==> config.mk <==
export PLATFORM = sky130hd
export DESIGN_NAME = pipe_addsub_flat
export DESIGN_NICKNAME = d
export VERILOG_FILES = /design/src/rtl/pipe_addsub_if.sv /design/src/rtl/pipe_addsub.sv /design/src/flat_wrapper.sv
export SDC_FILE = /design/constraint.sdc
export NUM_CORES = 1
export LEC_CHECK = 0
export ABC_AREA = 1
export BUFFER_PORTS_ARGS = -buffer_cell sky130_fd_sc_hd__buf_2
export CAP_MARGIN = 15
export CELL_PAD_IN_SITES_DETAIL_PLACEMENT = 1
export CELL_PAD_IN_SITES_GLOBAL_PLACEMENT = 1
export CORE_AREA = 3 3 111 113
export CTS_BUF_LIST = sky130_fd_sc_hd__clkbuf_4 sky130_fd_sc_hd__clkbuf_8
export CTS_CLUSTER_SIZE = 30
export DETAILED_ROUTE_END_ITERATION = 7
export DIE_AREA = 0 0 114 116
export PLACE_DENSITY_LB_ADDON = 0.1
export SYNTH_ARGS = -nofsm -noshare
export SYNTH_HDL_FRONTEND = slang
export SYNTH_SLANG_ARGS = --single-unit
export TNS_END_PERCENT = 20
==> constraint.sdc <==
create_clock -name clk -period 2.39 [get_ports clk]
set_input_delay 0.478 -clock clk [delete_from_list [all_inputs] [get_ports clk]]
set_output_delay 0.478 -clock clk [all_outputs]
set_load 0.005 [all_outputs]
==> src/rtl/pipe_addsub_if.sv <==
// Handshake and operand/result bundle for the pipelined adder/subtractor.
// master drives operands and out_ready; slave is the pipeline itself.
interface pipe_addsub_if #(
    parameter int WIDTH = 16
);
    logic             in_valid;
    logic             in_ready;
    logic [WIDTH-1:0] a;
    logic [WIDTH-1:0] b;
    logic             cin;
    logic             sub;
    logic             out_valid;
    logic             out_ready;
    logic [WIDTH-1:0] sum;
    logic             cout;
    logic             ovf;

    modport master (
        output in_valid, a, b, cin, sub, out_ready,
        input  in_ready, out_valid, sum, cout, ovf
    );

    modport slave (
        input  in_valid, a, b, cin, sub, out_ready,
        output in_ready, out_valid, sum, cout, ovf
    );
endinterface

==> src/rtl/pipe_addsub.sv <==
// Carry-pipelined add/subtract: stage k adds slice k with the registered carry
// of stage k-1; operands and partial sums ride along in per-stage registers.
module pipe_addsub #(
    parameter int WIDTH  = 16,
    parameter int STAGES = 4
) (
    input logic         clk,
    input logic         rst,
    pipe_addsub_if.slave bus
);
    localparam int SLICE = WIDTH / STAGES;

    logic [WIDTH-1:0]  a_st [STAGES];
    logic [WIDTH-1:0]  b_st [STAGES];
    logic [WIDTH-1:0]  s_st [STAGES];
    logic [STAGES-1:0] c_st;
    logic [STAGES-1:0] v_st;

    logic stall;
    logic advance;

    assign stall         = v_st[STAGES-1] & ~bus.out_ready;
    assign advance       = ~stall;
    assign bus.in_ready  = ~stall & ~rst;
    assign bus.out_valid = v_st[STAGES-1];
    assign bus.sum       = s_st[STAGES-1];
    assign bus.cout      = c_st[STAGES-1];
    // b_st already holds the effective (possibly inverted) operand B
    assign bus.ovf       = (a_st[STAGES-1][WIDTH-1] == b_st[STAGES-1][WIDTH-1]) &
                           (s_st[STAGES-1][WIDTH-1] != a_st[STAGES-1][WIDTH-1]);

    for (genvar k = 0; k < STAGES; k++) begin : g_stage
        logic [WIDTH-1:0] a_in;
        logic [WIDTH-1:0] b_in;
        logic [WIDTH-1:0] s_in;
        logic             c_in;
        logic             v_in;
        logic [SLICE:0]   part;
        logic [WIDTH-1:0] s_next;

        logic [WIDTH-1:0] a_r;
        logic [WIDTH-1:0] b_r;
        logic [WIDTH-1:0] s_r;
        logic             c_r;
        logic             v_r;

        if (k == 0) begin : g_head
            assign a_in = bus.a;
            assign b_in = bus.sub ? ~bus.b : bus.b;
            assign c_in = bus.cin ^ bus.sub;
            assign s_in = '0;
            assign v_in = bus.in_valid;
        end else begin : g_body
            assign a_in = a_st[k-1];
            assign b_in = b_st[k-1];
            assign c_in = c_st[k-1];
            assign s_in = s_st[k-1];
            assign v_in = v_st[k-1];
        end

        assign part = {1'b0, a_in[k*SLICE +: SLICE]} + {1'b0, b_in[k*SLICE +: SLICE]}
                    + (SLICE+1)'(c_in);

        always_comb begin
            s_next = s_in;
            s_next[k*SLICE +: SLICE] = part[SLICE-1:0];
        end

        always_ff @(posedge clk) begin
            if (rst) begin
                v_r <= 1'b0;
                c_r <= 1'b0;
                a_r <= '0;
                b_r <= '0;
                s_r <= '0;
            end else if (advance) begin
                v_r <= v_in;
                c_r <= part[SLICE];
                a_r <= a_in;
                b_r <= b_in;
                s_r <= s_next;
            end
        end

        assign a_st[k] = a_r;
        assign b_st[k] = b_r;
        assign s_st[k] = s_r;
        assign c_st[k] = c_r;
        assign v_st[k] = v_r;
    end
endmodule
==> src/flat_wrapper.sv <==
// flat-port wrapper written by rule: the top's interface ports become plain ports
module pipe_addsub_flat 
#(
    parameter int WIDTH  = 16,
    parameter int STAGES = 4
)
  (clk, rst, bus_in_valid, bus_a, bus_b, bus_cin, bus_sub, bus_out_ready, bus_in_ready, bus_out_valid, bus_sum, bus_cout, bus_ovf);
  pipe_addsub_if #(.WIDTH(WIDTH)) bus_i ();
  input logic clk;
  input logic rst;
  input wire logic [$bits(bus_i.in_valid)-1:0] bus_in_valid;
  input wire logic [$bits(bus_i.a)-1:0] bus_a;
  input wire logic [$bits(bus_i.b)-1:0] bus_b;
  input wire logic [$bits(bus_i.cin)-1:0] bus_cin;
  input wire logic [$bits(bus_i.sub)-1:0] bus_sub;
  input wire logic [$bits(bus_i.out_ready)-1:0] bus_out_ready;
  output wire logic [$bits(bus_i.in_ready)-1:0] bus_in_ready;
  output wire logic [$bits(bus_i.out_valid)-1:0] bus_out_valid;
  output wire logic [$bits(bus_i.sum)-1:0] bus_sum;
  output wire logic [$bits(bus_i.cout)-1:0] bus_cout;
  output wire logic [$bits(bus_i.ovf)-1:0] bus_ovf;
  assign bus_i.in_valid = bus_in_valid;
  assign bus_i.a = bus_a;
  assign bus_i.b = bus_b;
  assign bus_i.cin = bus_cin;
  assign bus_i.sub = bus_sub;
  assign bus_i.out_ready = bus_out_ready;
  assign bus_in_ready = bus_i.in_ready;
  assign bus_out_valid = bus_i.out_valid;
  assign bus_sum = bus_i.sum;
  assign bus_cout = bus_i.cout;
  assign bus_ovf = bus_i.ovf;
  pipe_addsub #(.WIDTH(WIDTH), .STAGES(STAGES)) u_core (.clk(clk), .rst(rst), .bus(bus_i));
endmodule
==> results of run 1 <==
sequential cells by signal (all words and copies together), names as in the netlist:
name	count
u_core.g_stage.a_r	25
u_core.g_stage.b_r	25
u_core.g_stage.s_r	24
u_core.bus.sum	16
u_core.g_stage.c_r	3
u_core.g_stage.v_r	3
u_core.bus.cout	1
u_core.bus.out_valid	1
cell families after synthesis:
family                     count (synthesis)  share of synthesized area
DFF                                       98                      0.459
AOI/OAI and AO/OA                        135                      0.177
buffers and inverters                     64                     0.0919
adders and majority gates                 20                     0.0726
and+or+nand+nor                          179                      0.165
xor gates and xnor gates                  17                     0.0348
area by class of cell:
| cell class | count | area, sq um | area share |
|---|---|---|---|
| clock buffer | 9 | 124 | 0.0257 |
| timing repair buffer | 62 | 348 | 0.0722 |
| sequential | 98 | 1960 | 0.407 |
| inverter | 32 | 123 | 0.0254 |
| clock inverter | 7 | 165 | 0.0343 |
| tap | 143 | 179 | 0.0371 |
| multi-input combinational | 351 | 1920 | 0.398 |
worst max-delay path, cell delays in order, from the launching register on:
cell	delay (ps)
dfxtp_1	330
inv_1	60
fa_1	470
fa_1	410
o21ai_0	180
nand2_1	70
a21oi_1	110
path summary, 6_finish.rpt:
kind                                                from                         to  slack [ps]  cells after the start
worst max-delay path               u_core.g_stage[1].c_r      u_core.g_stage[2].c_r         700                      6
worst min register to register  u_core.g_stage[0].s_r[3]   u_core.g_stage[1].s_r[3]         460                      2
worst max register to register     u_core.g_stage[1].c_r      u_core.g_stage[2].c_r         700                      6
worst min-delay path                           bus_a[14]  u_core.g_stage[0].a_r[14]         330                      3
power breakdown:
group          switching [mW]  internal, mW
clock network           0.569         0.905
logic                   0.234         0.188
registers              0.0641          1.75
total                   0.867          2.84
cells in the mapped netlist (2+ instances only):
cell type / n
or2_1: 4
xnor2_1: 12
o21ai_1: 10
buf_2: 12
a31oi_1: 4
a21oi_1: 35
xor2_1: 5
buf_6: 13
nand2_1: 30
o21ai_2: 19
nor2_1: 133
ha_1: 12
fa_1: 8
inv_1: 28
clkbuf_2: 2
nand3_1: 10
buf_4: 2
o21ai_0: 66
inv_2: 3
dfxtp_1: 98
metal layers:
| layer | track usage | routed length [um] | vias to the layer above | share of wire |
|---|---|---|---|---|
| li1 | - | - | 1736 | - |
| met1 | 0.198 | 4730 | 1500 | 0.52 |
| met2 | 0.219 | 3990 | 48 | 0.44 |
| met3 | 0.0454 | 368 | 6 | 0.040 |
| met4 | 0.0333 | 70 | 0 | 0.0076 |
| met5 | 0 | 0 | - | 0 |
per-stage QoR:
stage,cells,cell area (sq um)
floorplan,513,4270
global placement,686,4530
detailed placement,686,4530
CTS,702,4820
global route,702,4820
finish,702,4820
==> flow_metrics.py, run 1 <==
metrics = {
    "status": {
        "outcome": "complete, no violations",
    },
    "floorplanning": {
        "dieArea_sq_mm": 0.0132,
        "rows": 39,
        "dieWidth_um": 114,
        "ios": 58,
        "core_area_sq_mm": 0.0114,
        "die_h_um": 116,
        "start_util": 0.374,
    },
    "route": {
        "ant_nets": 0,
        "vias": 3290,
        "drc": 0,
        "viasPerCell": 4.69,
        "routed_wl_um": 9160,
        "drt-initial-drc-count": 208,
        "dr.pass1.iters": 4,
        "wire_per_inst_um": 13.0,
    },
    "sta": {
        "clock.fmax_mhz": 590,
        "fin_setup_tns_ps": 0,
        "final-setup-viol-count": 0,
        "tightestPinTransition_ps": 566,
        "worst_hold_slack_ps": 329,
        "fin_crit_ps": 1690,
        "finalHoldViolCount": 0,
        "final_max_slew_viol_count": 0,
        "relSlewSlack": 0.623,
        "period_share": 0.709,
        "skew_ps": 7.12,
        "rsz0062_at_grt": "false",
        "fin_ws_ps": 695,
    },
    "clock_tree": {
        "cts_tree": "built",
        "clk_latency_ps": 370,
        "htreeDepth": 3,
        "cts_buffers": 9,
        "clkSlewWorstSetupHoldPaths_ps": 90,
        "root_buffer": "clkbuf_8",
        "clkSinkCount": 98,
        "ctsResizeCount": 0,
        "ctsHoldBuffers": 0,
        "post-cts-setup-buffers": 0,
        "clock_path_buffers": 2,
    },
    "yosys": {
        "synth_top_area_cell": "dfxtp_1",
        "syn_avg_cell_area_sq_um": 8.33,
        "yosys.area.top_type_share": 0.459,
        "yosysSeqAreaShare": 0.459,
        "ys_warn_count": 0,
        "async_reset_ff_frac": 0,
        "synth.distinct_cells": 27,
        "syn_area_sq_mm": 0.00427,
        "syn_inst": 513,
        "yosys_register_bits": 98,
        "synth_edf_count": 0,
        "synth.net_count": 571,
        "synth_flop_cell": "dfxtp_1",
        "synth.top_cells.by_area": "dfxtp_1 (46%), nor2_1 (12%), o21ai_0 (7.7%), a21oi_1 (4.1%), o21ai_2 (3.9%)",
    },
    "critical_path": {
        "arrival_ps": 2000,
        "worst_setup_path_start_kind": "flip-flop",
        "worst_ep_required_time_ps": 2690,
        "path_max_fanout": 2,
        "criticalPathCategory": "reg -> reg",
        "endpoint_kind": "flip-flop",
    },
    "finish": {
        "most-common-layout-cells": "nor2_1 (133), dfxtp_1 (98), o21ai_0 (66)",
        "final_common_cell": "nor2_1",
        "areaGrowthSynthToFinish_pct": 12.8,
        "post-route-util": 0.422,
        "fin_nets": 612,
        "drive_gt1_frac": 0.184,
        "antenna_cells": 0,
        "fillers": 1415,
    },
    "grt": {
        "antenna_found_initial": 0,
        "first_global_vias": 3168,
        "globalRouteTotalUtil": 0.143,
        "grt_start_max_net_pins": 115,
        "grt-ovfl-total": 0,
        "grt_pass1_wl_um": 15300,
    },
    "power_and_ir_drop": {
        "leakage_nw": 2.07,
        "finalPower_mw": 3.71,
        "p_per_area_mw_per_mm2": 770,
        "ir_drop_mv": 0.478,
    },
    "placement": {
        "place_congestion": 0.763,
        "post-place-ws_ps": 380,
        "portBuffers": 57,
        "hpwlAfterDp_um": 5810,
    },
    "run": {
        "maxCapViolCount": 0,
    },
    "hold_path": {
        "hold_class": "in -> reg",
    },
}
Note: power is estimated with default switching activity, not from simulation.
==> inputs of run 2 (changes only) <==
--- a/config.mk
+++ b/config.mk
@@ -5,16 +5,16 @@
 export SDC_FILE = /design/constraint.sdc
 export NUM_CORES = 1
 export LEC_CHECK = 0
-export ABC_AREA = 1
+export ABC_AREA = 0
 export BUFFER_PORTS_ARGS = -buffer_cell sky130_fd_sc_hd__buf_2
 export CAP_MARGIN = 15
 export CELL_PAD_IN_SITES_DETAIL_PLACEMENT = 1
 export CELL_PAD_IN_SITES_GLOBAL_PLACEMENT = 1
-export CORE_AREA = 3 3 111 113
+export CORE_AREA = 3 3 109 111
 export CTS_BUF_LIST = sky130_fd_sc_hd__clkbuf_4 sky130_fd_sc_hd__clkbuf_8
 export CTS_CLUSTER_SIZE = 30
 export DETAILED_ROUTE_END_ITERATION = 7
-export DIE_AREA = 0 0 114 116
+export DIE_AREA = 0 0 112 114
 export PLACE_DENSITY_LB_ADDON = 0.1
 export SYNTH_ARGS = -nofsm -noshare
 export SYNTH_HDL_FRONTEND = slang
==> constraint.sdc (replaced) <==
create_clock -name clk -period 1.4 [get_ports clk]
set_input_delay 0.28 -clock clk [delete_from_list [all_inputs] [get_ports clk]]
set_output_delay 0.28 -clock clk [all_outputs]
set_load 0.005 [all_outputs]
==> flow_metrics.py, run 2 <==
metrics = {
    "sta": {
        "final_max_slew_viol_count": 0,
        "period_share": 1.17,
        "final-setup-viol-count": 15,
        "fin_ws_ps": -245,
        "clock.fmax_mhz": 608,
        "tightestPinTransition_ps": 302,
        "skew_ps": 10.0,
        "finalHoldViolCount": 0,
        "rsz0062_at_grt": "true",
        "fin_crit_ps": 1640,
        "relSlewSlack": 0.798,
        "worst_hold_slack_ps": 161,
    },
    "route": {
        "drt-initial-drc-count": 158,
        "vias": 3302,
        "ant_nets": 0,
        "drc": 0,
        "dr.pass1.iters": 5,
        "wire_per_inst_um": 13.6,
        "viasPerCell": 4.81,
        "routed_wl_um": 9340,
    },
    "floorplanning": {
        "start_util": 0.383,
        "die_h_um": 114,
        "rows": 38,
        "dieWidth_um": 112,
        "dieArea_sq_mm": 0.0128,
        "core_area_sq_mm": 0.0109,
        "ios": 58,
    },
    "yosys": {
        "yosys_register_bits": 98,
        "syn_inst": 488,
        "ys_warn_count": 0,
        "synth.distinct_cells": 29,
        "yosys-top-cells-count": "nand2_1 (145), dfxtp_1 (98), a21oi_1 (75), nor2_1 (27), a211oi_1 (21)",
        "async_reset_ff_frac": 0,
        "yosysSeqAreaShare": 0.470,
        "synth.top_cells.by_area": "dfxtp_1 (47%), nand2_1 (13%), a21oi_1 (9.0%), fa_1 (3.8%), a211oi_1 (3.8%)",
        "syn_area_sq_mm": 0.00418,
        "syn_avg_cell_area_sq_um": 8.56,
        "post-synth-top-count-cell": "nand2_1",
        "synth_edf_count": 0,
        "synth_flop_cell": "dfxtp_1",
        "synth.net_count": 546,
        "yosys.area.top_type_share": 0.470,
        "synth_top_area_cell": "dfxtp_1",
    },
    "clock_tree": {
        "clkSinkCount": 98,
        "post-cts-setup-buffers": 0,
        "clk_latency_ps": 360,
        "cts_buffers": 9,
        "cts_tree": "built",
        "clock_path_buffers": 2,
        "htreeDepth": 3,
        "root_buffer": "clkbuf_8",
        "clkSlewWorstSetupHoldPaths_ps": 90,
    },
    "critical_path": {
        "r2r_end": "u_core.g_stage[1].c_r",
        "worst_ep_required_time_ps": 1640,
        "reg2reg_setup_slack_ps": -240,
        "crit_path_top_delay_cell": "fa_2",
        "path_max_fanout": 2,
        "worst-path-buf-inv": 0,
        "slowest_delay_ps": 400,
        "criticalPathCategory": "reg -> reg",
        "worstPathCellList": "fa_2 > fa_2 > a21o_1 > a211oi_2 > a211oi_1",
        "worst_setup_path_start_kind": "flip-flop",
        "cpMostUsedCell": "fa_2",
        "endpoint_kind": "flip-flop",
        "cpLargestDelayFamily": "adder cells",
        "rr_startpoint": "u_core.g_stage[0].c_r",
        "ff2ff_path_depth": 5,
        "arrival_ps": 1890,
    },
    "finish": {
        "post-route-util": 0.459,
        "fin_nets": 601,
        "most-common-layout-cells": "nand2_1 (145), dfxtp_1 (89), a21oi_1 (74)",
        "antenna_cells": 0,
        "final_common_cell": "nand2_1",
        "reg_top3": "u_core.g_stage.a_r: 25 flops, u_core.g_stage.b_r: 25 flops, u_core.g_stage.s_r: 24 flops",
        "areaGrowthSynthToFinish_pct": 19.6,
        "drive_gt1_frac": 0.238,
    },
    "placement": {
        "place_congestion": 0.747,
        "portBuffers": 57,
        "hpwlAfterDp_um": 6620,
        "post-place-ws_ps": -463,
    },
    "power_and_ir_drop": {
        "p_int_mw": 4.30,
        "share_comb_of_total_power": 0.120,
        "p_per_area_mw_per_mm2": 1140,
        "p_sw_mw": 1.39,
        "leakage_nw": 2.06,
        "seqPwrFrac": 0.540,
        "clkPwrFrac": 0.339,
        "finalPower_mw": 5.70,
        "swShare": 0.244,
        "ir_drop_mv": 0.492,
    },
    "hold_path": {
        "min_from": "bus_in_valid",
        "hold_depth": 3,
        "hold_end": "u_core.g_stage[0].v_r",
        "hold_class": "in -> reg",
    },
    "grt": {
        "first_global_vias": 3341,
        "grt_start_max_net_pins": 30,
        "antenna_found_initial": 0,
        "globalRouteTotalUtil": 0.154,
        "grt_pass1_wl_um": 16200,
        "grt-ovfl-total": 0,
    },
    "status": {
        "violations": "negative setup slack",
        "outcome": "finished with violations",
    },
    "run": {
        "maxCapViolCount": 0,
    },
}
-- run 2: cell count changes after synthesis, sizes merged, moves of 22 or more --
cell | previous run | this run
nand2 | 31 | 145
o21ai | 95 | 3
inv | 32 | 10
a211oi | 0 | 23
a21oi | 35 | 75
nor2 | 133 | 27
-- run 2: kinds of logic after synthesis --
family | Yosys count | synth area share
and+or+nand+nor | 191 | 0.188
DFF | 98 | 0.470
AOI/OAI and AO/OA | 112 | 0.161
buffers and inverters | 46 | 0.0629
xor gates and xnor gates | 21 | 0.0441
adders and majority gates | 20 | 0.0743
-- run 2: per-layer routing --
layer  track usage  routed length (um)  up-vias
li1              -                   -     1717
met1         0.216                4730     1528
met2         0.238                4160       47
met3        0.0281                 324       10
met4        0.0577                 131        0
met5             0                   0        -
-- run 2: what timing repair did --
action / CTS / global route
resized for setup: 22 / 8
endpoints found under the setup margin: 16 / 17
pin swaps: 6 / 0
hold buffers: 0 / 0
-- run 2: layout make-up --
class | instances | area [sq um]
Inverter | 10 | 37.5
Multi-Input combinational cell | 344 | 2050
Tap cell | 140 | 175
Timing Repair Buffer | 80 | 551
Fill cell | 1327 | 5890
Clock buffer | 9 | 124
Sequential cell | 98 | 1970
Clock inverter | 5 | 81.3
-- run 2: tightest hold or removal path, cell delays in order --
cell and delay [ps]:
buf_2 90, nand2_1 40, a21oi_1 50
-- run 2: how the worst max path moves through the flow --
stage	startpoint	to	slack [ps]	cells after the start
global route	u_core.g_stage[0].c_r	u_core.g_stage[1].c_r	-290	5
floorplan	bus_sub	u_core.g_stage[0].c_r	-430	9
finish	u_core.g_stage[0].c_r	u_core.g_stage[1].c_r	-240	5
CTS	u_core.g_stage[0].c_r	u_core.g_stage[1].s_r[6]	-240	5
global placement	bus_sub	u_core.g_stage[0].c_r	-410	8
detailed placement	bus_sub	u_core.g_stage[0].s_r[2]	-460	8
-- run 2: power groups by stage --
stage / clock network (mW) / logic, mW / registers, mW
3_3_place_gp: 0 / 0.653 / 3.14
4_1_cts: 2.01 / 0.691 / 3.08
6_report: 1.93 / 0.686 / 3.08
5_1_grt: 2.16 / 0.788 / 3.11
3_5_place_dp: 0 / 0.674 / 3.14
2_1_floorplan: 0 / 0.455 / 3.11
-- run 2: stage by stage --
step	std cells	setup TNS (ps)	instance area (sq um)
finish	686	-1460	4990
global route	686	-2480	4990
CTS	686	-1430	4960
detailed placement	672	-4260	4720
global placement	672	-3690	4720
floorplan	488	-2660	4240
